[src/rtl/otter_ctrl_pkg.sv]
// Shared types and constants for the Otter multi-cycle control unit.
// Optional interrupt support is enabled by defining OTTER_CTRL_INTR_EN.
package otter_ctrl_pkg;

   typedef enum logic [6:0] {
      OPC_LUI    = 7'b0110111,
      OPC_AUIPC  = 7'b0010111,
      OPC_JAL    = 7'b1101111,
      OPC_JALR   = 7'b1100111,
      OPC_BRANCH = 7'b1100011,
      OPC_LOAD   = 7'b0000011,
      OPC_STORE  = 7'b0100011,
      OPC_IMM    = 7'b0010011,
      OPC_OP     = 7'b0110011,
      OPC_SYSTEM = 7'b1110011
   } opcode_t;

   typedef enum logic [2:0] {
      ST_INIT  = 3'd0,
      ST_FETCH = 3'd1,
      ST_EXEC  = 3'd2,
      ST_WB    = 3'd3
`ifdef OTTER_CTRL_INTR_EN
      ,
      ST_INTR  = 3'd4
`endif
   } state_t;

   localparam logic [3:0] ALU_ADD  = 4'b0000;
   localparam logic [3:0] ALU_SUB  = 4'b1000;
   localparam logic [3:0] ALU_SLL  = 4'b0001;
   localparam logic [3:0] ALU_SLT  = 4'b0010;
   localparam logic [3:0] ALU_SLTU = 4'b0011;
   localparam logic [3:0] ALU_XOR  = 4'b0100;
   localparam logic [3:0] ALU_SRL  = 4'b0101;
   localparam logic [3:0] ALU_SRA  = 4'b1101;
   localparam logic [3:0] ALU_OR   = 4'b0110;
   localparam logic [3:0] ALU_AND  = 4'b0111;
   localparam logic [3:0] ALU_LUI  = 4'b1001;

   localparam logic       SRCA_RS1  = 1'b0;
   localparam logic       SRCA_UIMM = 1'b1;

   localparam logic [1:0] SRCB_RS2  = 2'd0;
   localparam logic [1:0] SRCB_IIMM = 2'd1;
   localparam logic [1:0] SRCB_SIMM = 2'd2;
   localparam logic [1:0] SRCB_PC   = 2'd3;

   localparam logic [2:0] PCSRC_PLUS4  = 3'd0;
   localparam logic [2:0] PCSRC_JALR   = 3'd1;
   localparam logic [2:0] PCSRC_BRANCH = 3'd2;
   localparam logic [2:0] PCSRC_JAL    = 3'd3;
   localparam logic [2:0] PCSRC_MTVEC  = 3'd4;
   localparam logic [2:0] PCSRC_MEPC   = 3'd5;

   localparam logic [1:0] WRSEL_PC4 = 2'd0;
   localparam logic [1:0] WRSEL_CSR = 2'd1;
   localparam logic [1:0] WRSEL_MEM = 2'd2;
   localparam logic [1:0] WRSEL_ALU = 2'd3;

   // Everything the decoder produces for one instruction in ST_EXEC.
   typedef struct packed {
      logic       pc_we;
      logic       rf_we;
      logic       mem_rden2;
      logic       mem_we2;
      logic [3:0] alu_fun;
      logic       alu_srca;
      logic [1:0] alu_srcb;
      logic [2:0] pc_source;
      logic [1:0] rf_wr_sel;
      logic       is_load;
`ifdef OTTER_CTRL_INTR_EN
      logic       mret_exec;
`endif
   } ctrl_t;

   // Resolve a branch from funct3 and the comparator flags; 010/011 never take.
   function automatic logic branch_taken(input logic [2:0] funct3, input logic eq,
                                         input logic lt, input logic ltu);
      case (funct3)
         3'b000:  return eq;
         3'b001:  return !eq;
         3'b100:  return lt;
         3'b101:  return !lt;
         3'b110:  return ltu;
         3'b111:  return !ltu;
         default: return 1'b0;
      endcase
   endfunction

endpackage

[src/rtl/otter_ctrl_decoder.sv]
// Combinational instruction decoder: IR plus branch flags to EXEC-state controls.
// OTTER_CTRL_INTR_EN adds mret and CSRRW decode; otherwise SYSTEM is a NOP.
module otter_ctrl_decoder
   import otter_ctrl_pkg::*;
(
   input  logic [31:0] ir,
   input  logic        br_eq,
   input  logic        br_lt,
   input  logic        br_ltu,
   output ctrl_t       ctrl
);

   opcode_t    opcode;
   logic [2:0] funct3;

   assign opcode = opcode_t'(ir[6:0]);
   assign funct3 = ir[14:12];

`ifdef OTTER_CTRL_INTR_EN
   logic unused_ir;
   assign unused_ir = ^{ir[19:15], ir[11:7]};
`else
   logic unused_ir;
   assign unused_ir = ^{ir[31], ir[29:15], ir[11:7]};
`endif

   // Per-opcode decode; anything unrecognised falls through as a plain PC+4 NOP.
   always_comb begin
      ctrl           = '0;
      ctrl.pc_we     = 1'b1;
      ctrl.alu_fun   = ALU_ADD;
      ctrl.pc_source = PCSRC_PLUS4;
      case (opcode)
         OPC_OP: begin
            ctrl.alu_fun   = {ir[30], funct3};
            ctrl.alu_srcb  = SRCB_RS2;
            ctrl.rf_we     = 1'b1;
            ctrl.rf_wr_sel = WRSEL_ALU;
         end
         OPC_IMM: begin
            ctrl.alu_fun   = {(funct3 == 3'b101) ? ir[30] : 1'b0, funct3};
            ctrl.alu_srcb  = SRCB_IIMM;
            ctrl.rf_we     = 1'b1;
            ctrl.rf_wr_sel = WRSEL_ALU;
         end
         OPC_LUI: begin
            ctrl.alu_fun   = ALU_LUI;
            ctrl.alu_srca  = SRCA_UIMM;
            ctrl.rf_we     = 1'b1;
            ctrl.rf_wr_sel = WRSEL_ALU;
         end
         OPC_AUIPC: begin
            ctrl.alu_srca  = SRCA_UIMM;
            ctrl.alu_srcb  = SRCB_PC;
            ctrl.rf_we     = 1'b1;
            ctrl.rf_wr_sel = WRSEL_ALU;
         end
         OPC_JAL: begin
            ctrl.pc_source = PCSRC_JAL;
            ctrl.rf_we     = 1'b1;
            ctrl.rf_wr_sel = WRSEL_PC4;
         end
         OPC_JALR: begin
            ctrl.pc_source = PCSRC_JALR;
            ctrl.rf_we     = 1'b1;
            ctrl.rf_wr_sel = WRSEL_PC4;
         end
         OPC_LOAD: begin
            ctrl.alu_srcb  = SRCB_IIMM;
            ctrl.mem_rden2 = 1'b1;
            ctrl.pc_we     = 1'b0;
            ctrl.is_load   = 1'b1;
         end
         OPC_STORE: begin
            ctrl.alu_srcb  = SRCB_SIMM;
            ctrl.mem_we2   = 1'b1;
         end
         OPC_BRANCH: begin
            ctrl.pc_source = branch_taken(funct3, br_eq, br_lt, br_ltu) ?
                             PCSRC_BRANCH : PCSRC_PLUS4;
         end
`ifdef OTTER_CTRL_INTR_EN
         OPC_SYSTEM: begin
            if (funct3 == 3'b000 && ir[31:20] == 12'h302) begin
               ctrl.pc_source = PCSRC_MEPC;
               ctrl.mret_exec = 1'b1;
            end else if (funct3 == 3'b001) begin
               ctrl.rf_we     = 1'b1;
               ctrl.rf_wr_sel = WRSEL_CSR;
            end
         end
`endif
         default: ;
      endcase
   end

endmodule

[src/rtl/otter_ctrl_unit.sv]
// Otter multi-cycle control unit: INIT/FETCH/EXEC/WB sequencer with state gating.
// Define OTTER_CTRL_INTR_EN to add interrupt entry (ST_INTR) and mret/CSRRW support.
module otter_ctrl_unit
   import otter_ctrl_pkg::*;
#(
   parameter int RESET_INIT_CYCLES = 1
) (
   input  logic        CLK,
   input  logic        RST,
   input  logic [31:0] IR,
   input  logic        BR_EQ,
   input  logic        BR_LT,
   input  logic        BR_LTU,
`ifdef OTTER_CTRL_INTR_EN
   input  logic        INTR,
   input  logic        CSR_MIE,
   output logic        INT_TAKEN,
   output logic        MRET_EXEC,
`endif
   output logic        PC_WE,
   output logic        RF_WE,
   output logic        MEM_RDEN1,
   output logic        MEM_RDEN2,
   output logic        MEM_WE2,
   output logic [3:0]  ALU_FUN,
   output logic        ALU_SRCA,
   output logic [1:0]  ALU_SRCB,
   output logic [2:0]  PC_SOURCE,
   output logic [1:0]  RF_WR_SEL
);

   state_t     state_q, state_d;
   logic [3:0] cnt_q, cnt_d;
   ctrl_t      dec;
   logic       go_intr;

   otter_ctrl_decoder u_decoder (
      .ir     (IR),
      .br_eq  (BR_EQ),
      .br_lt  (BR_LT),
      .br_ltu (BR_LTU),
      .ctrl   (dec)
   );

`ifdef OTTER_CTRL_INTR_EN
   assign go_intr = INTR && CSR_MIE;
`else
   assign go_intr = 1'b0;
`endif

   // Next-state and INIT hold counter; a pending interrupt diverts the return to FETCH.
   always_comb begin
      state_d = state_q;
      cnt_d   = cnt_q;
      case (state_q)
         ST_INIT: begin
            if (cnt_q == 4'(RESET_INIT_CYCLES - 1)) begin
               state_d = ST_FETCH;
               cnt_d   = 4'd0;
            end else begin
               cnt_d = cnt_q + 4'd1;
            end
         end
         ST_FETCH: state_d = ST_EXEC;
         ST_EXEC: begin
            if (dec.is_load) begin
               state_d = ST_WB;
            end else begin
`ifdef OTTER_CTRL_INTR_EN
               state_d = go_intr ? ST_INTR : ST_FETCH;
`else
               state_d = ST_FETCH;
`endif
            end
         end
         ST_WB: begin
`ifdef OTTER_CTRL_INTR_EN
            state_d = go_intr ? ST_INTR : ST_FETCH;
`else
            state_d = ST_FETCH;
`endif
         end
`ifdef OTTER_CTRL_INTR_EN
         ST_INTR: state_d = ST_FETCH;
`endif
         default: state_d = ST_INIT;
      endcase
   end

   // State register; reset parks the FSM in INIT with a cleared counter.
   always_ff @(posedge CLK) begin
      if (RST) begin
         state_q <= ST_INIT;
         cnt_q   <= 4'd0;
      end else begin
         state_q <= state_d;
         cnt_q   <= cnt_d;
      end
   end

   // Output gating by state; RST forces everything low so an aborted WB never writes.
   always_comb begin
      PC_WE     = 1'b0;
      RF_WE     = 1'b0;
      MEM_RDEN1 = 1'b0;
      MEM_RDEN2 = 1'b0;
      MEM_WE2   = 1'b0;
      ALU_FUN   = ALU_ADD;
      ALU_SRCA  = SRCA_RS1;
      ALU_SRCB  = SRCB_RS2;
      PC_SOURCE = PCSRC_PLUS4;
      RF_WR_SEL = WRSEL_PC4;
`ifdef OTTER_CTRL_INTR_EN
      INT_TAKEN = 1'b0;
      MRET_EXEC = 1'b0;
`endif
      if (!RST) begin
         case (state_q)
            ST_FETCH: MEM_RDEN1 = 1'b1;
            ST_EXEC: begin
               PC_WE     = dec.pc_we;
               RF_WE     = dec.rf_we;
               MEM_RDEN2 = dec.mem_rden2;
               MEM_WE2   = dec.mem_we2;
               ALU_FUN   = dec.alu_fun;
               ALU_SRCA  = dec.alu_srca;
               ALU_SRCB  = dec.alu_srcb;
               PC_SOURCE = dec.pc_source;
               RF_WR_SEL = dec.rf_wr_sel;
`ifdef OTTER_CTRL_INTR_EN
               MRET_EXEC = dec.mret_exec;
`endif
            end
            ST_WB: begin
               RF_WE     = 1'b1;
               RF_WR_SEL = WRSEL_MEM;
               PC_WE     = 1'b1;
               PC_SOURCE = PCSRC_PLUS4;
            end
`ifdef OTTER_CTRL_INTR_EN
            ST_INTR: begin
               INT_TAKEN = 1'b1;
               PC_WE     = 1'b1;
               PC_SOURCE = PCSRC_MTVEC;
            end
`endif
            default: ;
         endcase
      end
   end

endmodule

[config.mk]
export PLATFORM = sky130hd
export DESIGN_NAME = otter_ctrl_unit
export DESIGN_NICKNAME = d
export VERILOG_FILES = /design/src/rtl/otter_ctrl_pkg.sv /design/src/rtl/otter_ctrl_decoder.sv /design/src/rtl/otter_ctrl_unit.sv
export SDC_FILE = /design/constraint.sdc
export NUM_CORES = 1
export LEC_CHECK = 0
export CORE_MARGIN = 5
export CORE_UTILIZATION = 25
export CTS_CLUSTER_DIAMETER = 120
export CTS_CLUSTER_SIZE = 30
export DETAILED_ROUTE_END_ITERATION = 16
export DONT_BUFFER_PORTS = 1
export HOLD_SLACK_MARGIN = 0.02
export PLACE_DENSITY = 0.36
export SYNTH_ARGS = -nofsm -noshare
export SYNTH_HDL_FRONTEND = slang
export SYNTH_SLANG_ARGS = --single-unit
[constraint.sdc]
create_clock -name CLK -period 1.5 [get_ports CLK]
set_input_delay 0.15 -clock CLK [delete_from_list [all_inputs] [get_ports CLK]]
set_output_delay 0.15 -clock CLK [all_outputs]
set_load 0.02 [all_outputs]
==> flow_summary.toml <==
[pwr]
p_leak_nw = 0.3201
finalPower_mw = 0.4015
ir_drop_mv = 0.3759
p_per_area_mw_per_mm2 = 524.3

[sta]
final_hold_viol_count = 0
fin_skew_ns = 0.001978
setup_slack_ns = 0.04545
max_freq_mhz = 687.5
drv_slew = 0
setup_viol = 0
rsz0062_at_grt = "yes"
period_share = 0.9697
finalCriticalPeriod_ns = 1.455

[drt]
ant_nets = 0
dr_total_vias = 605
wl_per_cell_um = 12.10
totalWireLength_mm = 1.501
drtIter0Drc = 5
via_per_inst = 4.879
first_pass_iters = 4
post-route-drc-count = 0

[floorplan]
ios = 54
die_h_um = 56.18
fp.dieW_um = 56.18
floorplan.initialDensity = 0.2662
dieArea_mm2 = 0.003156
placementRows = 16
core_area_mm2 = 0.002002

[global_routing]
busiest_layer = "met2"
grt_usage = 0.09720
antenna_found_initial = 0
overflow = 0
grt_pass1_wl_mm = 2.449
globalRouteMet2Util = 0.1553
grt_use_met1 = 0.1168
grt_pass1_vias = 575
grt_max_degree = 11
use_met3 = 0.05568

[cells_and_area]
nets = 138
fin_cells = 124
num_antenna_cells = 0
drive_above_1_share = 0.3299
syn2layout_area_growth_pct = 43.66
final_util = 0.3825

[critical_path]
arrival_ns = 1.30
r2r_start = "cnt_q[1]"
crit_fanout = 5
cp-end-kind = "output port"
r2r_setup_slack_ns = 0.15
worstSetupStartpointType = "flip-flop"
rr_worst_depth = 5
timing.rr.end = "cnt_q[0]"
cp.required_ns = 1.35
crit_type = "flip-flop to output port"

[placed_design]
detailedPlace.worstSlack_ns = 0.06634
io_buffers = 0
place_congestion = 0.7435
dp_cells = 120
hpwl_mm = 1.208

[clocking]
cts_made_buffers = 3
clockBufferDepth = 2
insertion_delay_ns = 0.25
cts.sinks = 6
clk_pin_slew_ns = 0.05
cts-root-buf = "clkbuf_4"
cts_setup_buffers = 0
cts_tree = "built"
htree_num_levels = 1

[worst_hold_path]
worst_hold_startpoint = "RST"
whs_endpoint = "state_q[1]"
holdPathStages = 2
hold_class = "primary input to flip-flop"

[synthesis]
synth_seq_cells = 6
ys_seq_area_frac = 0.2254
syn_avg_cell_area_um2 = 6.922
synth_area_um2 = 533.0
syn-num-nets = 116
ys_types = 29
synthCells = 77
yosys_warnings = 0

[job]
maxCapViolCount = 0

[run_status]
run_status = "complete, no violations"
layout by cell type (no fill, tap or decap), types with 2 or more instances in the layout:
cell / count
xor2_1: 3
inv_1: 6
nand2_1: 6
nand4_1: 2
nor3b_2: 2
dfxtp_1: 5
ha_1: 2
o21ai_0: 2
clkbuf_4: 3
o22ai_1: 2
buf_4: 19
a21oi_1: 8
nor3_1: 3
mux2i_1: 2
nor2_1: 12
layout make-up:
class / count / area, um^2
Multi-Input combinational cell: 62 / 412.9
Timing Repair Buffer: 20 / 152.6
Tap cell: 27 / 33.78
Inverter: 6 / 22.52
Fill cell: 236 / 1236
Clock buffer: 3 / 22.52
Sequential cell: 6 / 121.4
Yosys cell counts (all sizes together):
cell type | number | area share
nor2 | 13 | 0.092
a21oi | 8 | 0.075
nand2 | 7 | 0.049
dfxtp | 6 | 0.23
inv | 6 | 0.042
nor3 | 4 | 0.038
nor3b | 3 | 0.042
xor2 | 3 | 0.049
clkbuf | 2 | 0.014
ha | 2 | 0.047
mux2i | 2 | 0.038
nand4 | 2 | 0.023
o21ai | 2 | 0.019
o22ai | 2 | 0.023
a2111o | 1 | 0.021
a2111oi | 1 | 0.028
and4bb | 1 | 0.023
buf | 1 | 0.014
conb | 1 | 0.0070
nand2b | 1 | 0.012
nand3 | 1 | 0.0094
nand3b | 1 | 0.014
nor2b | 1 | 0.012
o21bai | 1 | 0.014
or2 | 1 | 0.012
or2b | 1 | 0.014
or3 | 1 | 0.012
or4 | 1 | 0.014
xnor2 | 1 | 0.016
cell families after synthesis:
kind of cell	Yosys count	synth area share
other cells	1	0.007035
flops	6	0.2254
compound gates	15	0.1807
simple gates	38	0.3662
buf+inv	9	0.07043
fa+ha+maj	2	0.04694
xor+xnor	4	0.06574
mux	2	0.03756
state kept, by name, summed over array words and instances (netlist names):
| signal | count |
|---|---|
| cnt_q | 4 |
| state_q | 2 |
metal layers:
layer / part of all wire / vias up / wire length, um
li1: - / 308 / -
met1: 0.46 / 279 / 686
met2: 0.47 / 18 / 711
met3: 0.069 / 0 / 103
met4: 0 / 0 / 0
met5: 0 / - / 0
per-stage QoR:
step | instance area (um^2) | setup TNS, ns | hold WS [ns]
global placement | 694.4 | 0 | 0.2227
global route | 765.7 | -0.03348 | 0.08407
detailed placement | 694.4 | 0 | 0.2237
CTS | 734.5 | 0 | 0.1190
floorplan | 533.0 | -0.1172 | 0.2191
finish | 765.7 | 0 | 0.1009
worst max-delay path by stage:
stage               start  depth (start not counted)           end
3_3_place_gp       IR[12]                          5  PC_SOURCE[1]
6_report       state_q[1]                          4  PC_SOURCE[1]
5_1_grt        state_q[1]                          5    ALU_FUN[1]
4_1_cts        state_q[1]                          5    ALU_FUN[2]
2_1_floorplan  state_q[1]                          4    ALU_FUN[1]
3_5_place_dp       IR[12]                          5  PC_SOURCE[1]
timing repair:
action                                  in CTS  in global routing
hold buffers                                 1                  0
endpoints found under the setup margin       2                  4
hold endpoints to repair                     5                  0
pin swaps                                    0                  1
gates resized for setup                      2                  7
critical path: stages (launching register included):
cell       delay, ns
dfxtp_2         0.32
nand2b_1        0.10
buf_4           0.17
a2111oi_2       0.27
buf_4           0.20
where the power goes:
group          switching, mW  internal [mW]  total, mW
combinational         0.0441         0.0365     0.0806
sequential           0.00329          0.164      0.168
clock                 0.0624         0.0908      0.153
No activity file was read; power rests on OpenSTA's default activity.
